==> config.mk <==
export PLATFORM = sky130hd
export DESIGN_NAME = fifo_rr_scheduler
export DESIGN_NICKNAME = d
export VERILOG_FILES = /design/src/rtl/fifo_rr_scheduler.sv
export SDC_FILE = /design/constraint.sdc
export NUM_CORES = 1
export LEC_CHECK = 0
export ABC_AREA = 1
export BUFFER_PORTS_ARGS = -buffer_cell sky130_fd_sc_hd__buf_2
export CAP_MARGIN = 15
export CORE_MARGIN = 2
export CORE_UTILIZATION = 47
export CTS_CLUSTER_DIAMETER = 150
export DETAILED_ROUTE_END_ITERATION = 8
export PLACE_DENSITY = 0.9
export SLEW_MARGIN = 20
export SYNTH_ARGS = -nofsm -noshare
export SYNTH_HDL_FRONTEND = slang
export SYNTH_SLANG_ARGS = --single-unit
export TNS_END_PERCENT = 20
==> constraint.sdc <==
create_clock -name clk_i -period 1.92 [get_ports clk_i]
set_input_delay 0.384 -clock clk_i [delete_from_list [all_inputs] [get_ports clk_i]]
set_output_delay 0.384 -clock clk_i [all_outputs]
set_load 0.05 [all_outputs]
==> src/rtl/fifo_rr_scheduler.sv <==
// fifo_rr_scheduler: round-robin drain of show-ahead FIFOs onto one
// registered valid/ready stream, tagging each word with its queue index.
module fifo_rr_scheduler #(
  parameter  int NUM_QUEUES = 4,
  parameter  int WIDTH      = 8,
  parameter  int MAX_BURST  = 4,
  localparam int QW         = $clog2(NUM_QUEUES)
) (
  input  logic                        clk_i,
  input  logic                        rst_i,
  input  logic [NUM_QUEUES-1:0]       q_empty_i,
  input  logic [NUM_QUEUES*WIDTH-1:0] q_data_i,
  output logic [NUM_QUEUES-1:0]       q_rd_en_o,
  output logic                        out_valid_o,
  input  logic                        out_ready_i,
  output logic [WIDTH-1:0]            out_data_o,
  output logic [QW-1:0]               out_qid_o
);

  localparam int BW = (MAX_BURST > 1) ? $clog2(MAX_BURST) : 1;
  localparam logic [BW-1:0] LAST_CNT = BW'(MAX_BURST - 1);

  typedef enum logic {
    IDLE,
    BURST
  } state_t;

  state_t          state;
  logic [QW-1:0]   grant;
  logic [QW-1:0]   last_grant;
  logic [BW-1:0]   burst_cnt;

  logic [WIDTH-1:0] q_data_a [NUM_QUEUES];

  for (genvar i = 0; i < NUM_QUEUES; i++) begin : g_unpack
    assign q_data_a[i] = q_data_i[i*WIDTH +: WIDTH];
  end

  // Walk downwards so the nearest candidate after last_grant wins.
  logic [QW-1:0] next_q;
  logic [QW-1:0] cand;
  logic          any_ready;

  always_comb begin
    next_q    = '0;
    cand      = '0;
    any_ready = 1'b0;
    for (int k = NUM_QUEUES; k >= 1; k--) begin
      cand = QW'((int'(last_grant) + k) % NUM_QUEUES);
      if (!q_empty_i[cand]) begin
        next_q    = cand;
        any_ready = 1'b1;
      end
    end
  end

  logic slot_free;
  logic grant_empty;
  logic pop;
  logic burst_end;

  assign slot_free   = ~out_valid_o | out_ready_i;
  assign grant_empty = q_empty_i[grant];
  assign pop         = (state == BURST) & slot_free & ~grant_empty;
  assign burst_end   = (pop && burst_cnt == LAST_CNT) || grant_empty;
  assign q_rd_en_o   = pop ? (NUM_QUEUES'(1) << grant) : '0;

  always_ff @(posedge clk_i or posedge rst_i) begin
    if (rst_i) begin
      state       <= IDLE;
      grant       <= '0;
      last_grant  <= QW'(NUM_QUEUES - 1);
      burst_cnt   <= '0;
      out_valid_o <= 1'b0;
      out_data_o  <= '0;
      out_qid_o   <= '0;
    end else begin
      unique case (state)
        IDLE: begin
          if (any_ready) begin
            grant     <= next_q;
            burst_cnt <= '0;
            state     <= BURST;
          end
        end
        BURST: begin
          if (pop) burst_cnt <= burst_cnt + 1'b1;
          if (burst_end) begin
            state      <= IDLE;
            last_grant <= grant;
          end
        end
        default: state <= IDLE;
      endcase

      if (pop) begin
        out_valid_o <= 1'b1;
        out_data_o  <= q_data_a[grant];
        out_qid_o   <= grant;
      end else if (out_ready_i) begin
        out_valid_o <= 1'b0;
      end
    end
  end

endmodule
==> flow_metrics.tcl <==
set metrics [dict create \
    status "finished, final reports clean" \
    power_switching_uw 1740 \
    p_leak_uw 0.000972 \
    combinational_power_share_pct 69.7 \
    i_o_pin_count 54 \
    vias 1429 \
    floorplan.die_area_um2 3060 \
    seq_power_share_pct 23.1 \
    cts.clk_slew.worst_paths_ns 0.10 \
    slew_headroom_pct 57.2 \
    synth_top_area_cells "dfrtp_1 (32%), nand2_1 (23%), nand3_1 (12%)" \
    worst_ir_drop_vdd_uv 1150 \
    final-instance-count-excl-fill 282 \
    timing.fmax_mhz 522 \
    dominantRegCellSynth "dfrtp_1" \
    max_cap_viol_count 0 \
    synth_cell_types 21 \
    clock_path_buffers 2 \
    gr-usage-met3_pct 4.22 \
    synth-async-reset-ratio_pct 100 \
    route.detailed.vias_per_inst 5.07 \
    synth-edff-count 0 \
    cp.required_ns 1.54 \
    power-per-cell-area_nw_per_um2 1900 \
    grt_max_degree 21 \
    cts_inserted_buffers 3 \
    timing.clock.skew_ns 0.00177 \
    transition_time_at_the_pin_with_the_least_slew_margin_ns 0.641 \
    drt_pre_antenna_iters 5 \
    grt.busiest_layer "met2" \
    clock-root-buffer "clkbuf_4" \
    power.switching_fraction_pct 54.1 \
    drv_slew 0 \
    postCtsHoldBufs 0 \
    clockPowerShare_pct 7.2 \
    synth_area_um2 1240 \
    postSynthAreaPerCell_um2 6.65 \
    most_numerous_cell_types_in_the_synthesized_netlist "nand2_1 (76), nand3_1 (29), inv_1 (17)" \
    route.antenna.remaining_nets 0 \
    detailedRoute.firstIterationViolations 72 \
    antenna_found_initial 0 \
    area_growth_pct 37.4 \
    grt_pass1_wl_um 5440 \
    worst_endpoint_data_arrival_time_ns 1.53 \
    cts_tree "done" \
    grt_pass1_vias 1323 \
    finalHoldWorstSlack_ns 0.164 \
    postSynthCellCount 186 \
    floorplan.initialDensity_pct 49.9 \
    placed_cells_incl_taps 272 \
    grt-ovfl-total 0 \
    critPathLaunch "grant[0]" \
    totalWireLength_um 3230 \
    io_buffer_count 53 \
    drt_drc_violations_left 0 \
    setup_viol_count_final 0 \
    most_used_standard_cell_by_instance_count_after_synthesis "nand2_1" \
    finish.instance_area_um2 1700 \
    met2_usage_pct 37.4 \
    end_point_of_the_critical_path "q_rd_en_o[0]" \
    cellInternalPower_uw 1480 \
    fillerInstances 238 \
    critPathCaptureType "output port" \
    seq_area_frac_synth_pct 36.6 \
    regToRegSetupSlack_ns 0.28 \
    avgRoutedWirePerCell_um 11.4 \
    floorplan.die.height_um 55.3 \
    gr-usage-all-layers_pct 21.8 \
    grt_setup_unrepaired "yes" \
    worst_setup_path_start_kind "flip-flop" \
    yosys_warnings 0 \
    place.detailed.hpwl_um 2510 \
    insertedDiodeCount 0 \
    placementRows 18 \
    hold_crit_class "in2async" \
    setup.worst_path.class "reg2out" \
    finalNetCount 293 \
    post_synthesis_cell_type_with_the_largest_combined_area "dfrtp_1" \
    floorplan.die.width_um 55.3 \
    final-hold-violation-count 0 \
    synth_nets 226 \
    final_layout_size_suffix_gt1_share_pct 37.7 \
    worstSkewPairLatency_ns 0.29 \
    fin_crit_ns 1.92 \
    core_um2 2480 \
    critPathMaxFanout 6 \
    regToRegStartpoint "last_grant[0]" \
    synth.ff_latch_count 18 \
    use_met1_pct 25.8 \
    min_period_over_period_pct 99.8 \
    gp_congestion 0.810 \
    worstReg2RegEnd "grant[0]" \
    cts_sinks 18 \
    htreeDepth 1 \
    detailed_place.area_um2 1570 \
    reg2regPathDepth 9 \
    yosysTopAreaCellShare_pct 32.4 \
]
==> state kept, by name (all words and copies together) (netlist names) <==
signal and count:
grant 2, burst_cnt 2, state 1, out_valid_o 1, out_data_o 8, last_grant 2, out_qid_o 2
==> metal layers <==
metal  part of all wire, %  vias up
met4                   2.9        0
met3                   6.5        8
met5                     0        -
met2                    48       53
met1                    42      643
li1                      -      725
==> layout make-up <==
class / count / area [um2] / area share (%)
Clock buffer: 4 / 36.3 / 2.14
Inverter: 21 / 81.3 / 4.79
Multi-Input combinational cell: 142 / 686 / 40.4
Sequential cell: 18 / 455 / 26.8
Tap cell: 30 / 37.5 / 2.21
Timing Repair Buffer: 67 / 403 / 23.7
==> how the worst min path moves through the flow <==
stage / start / end / slack [ns]
2_1_floorplan: rst_i / burst_cnt[0] / 0.32
3_3_place_gp: out_data_o[2] / out_data_o[2] / 0.46
3_5_place_dp: out_data_o[6] / out_data_o[6] / 0.48
4_1_cts: rst_i / out_data_o[7] / 0.19
5_1_grt: rst_i / out_data_o[7] / 0.22
6_report: rst_i / out_data_o[5] / 0.16
==> power groups by stage <==
| stage | clock (uW) | combinational, uW | sequential, uW |
|---|---|---|---|
| final | 231 | 2240 | 745 |
| after global routing | 253 | 2490 | 771 |
| after CTS | 234 | 2220 | 735 |
| after detailed placement | 0 | 2030 | 755 |
| after global placement | 0 | 2000 | 746 |
| after floorplan | 0 | 1280 | 1060 |
==> worst max-delay path, cell delays in order, from the launching register on <==
cell     delay, ns
dfrtp_2       0.46
nand2_2       0.12
inv_4         0.04
nand2_2       0.05
o21ai_2       0.06
nor2_4        0.11
nand2_4       0.10
nor3_4        0.13
buf_6         0.18
==> per-stage QoR <==
step / TNS (ns) / setup WS [ns] / utilization [%] / total power [uW]
finish: 0 / 0.00442 / 68.6 / 3220
global route: -0.238 / -0.0752 / 68.6 / 3520
CTS: -0.0973 / -0.0376 / 67.9 / 3190
detailed placement: 0 / 0.111 / 63.2 / 2790
global placement: 0 / 0.145 / 63.2 / 2750
floorplan: -0.306 / -0.0785 / - / 2340
==> cell families (layout without fill, tap and decap cells) <==
logic type	Yosys count	in the layout	synth area share [%]
adders and majority gates	1	1	1.01
and+or+nand+nor	117	117	41.5
AOI/OAI and AO/OA	24	24	10.6
DFF	18	18	36.6
buffers and inverters	26	92	10.2
==> layout by cell type, fill, tap and decap left out <==
cell | synthesis | routed
nand2_4 | 1 | 1
nand3_2 | 1 | 1
ha_1 | 1 | 1
nand2_1 | 76 | 73
o21ai_0 | 6 | 6
o21ai_2 | 3 | 3
a21oi_1 | 8 | 8
nand2_2 | 1 | 4
nor2_1 | 6 | 2
nor2_4 | 2 | 3
inv_2 | 3 | 3
clkbuf_4 | 0 | 3
inv_1 | 17 | 17
dfstp_2 | 2 | 2
nor2_2 | 0 | 3
buf_2 | 1 | 49
inv_4 | 0 | 1
clkbuf_8 | 0 | 1
buf_4 | 1 | 12
dfrtp_1 | 16 | 14
nand3_1 | 29 | 29
nor3_4 | 0 | 1
dfrtp_2 | 0 | 2
buf_6 | 3 | 6
o21ai_1 | 7 | 7
==> repair_timing <==
item,in CTS,in global routing
setup buffers,6,0
gates resized for setup,12,6
cloned,0,0
pin swaps,2,2
setup endpoints to repair,4,4
Note: power is estimated with default switching activity, not from simulation.
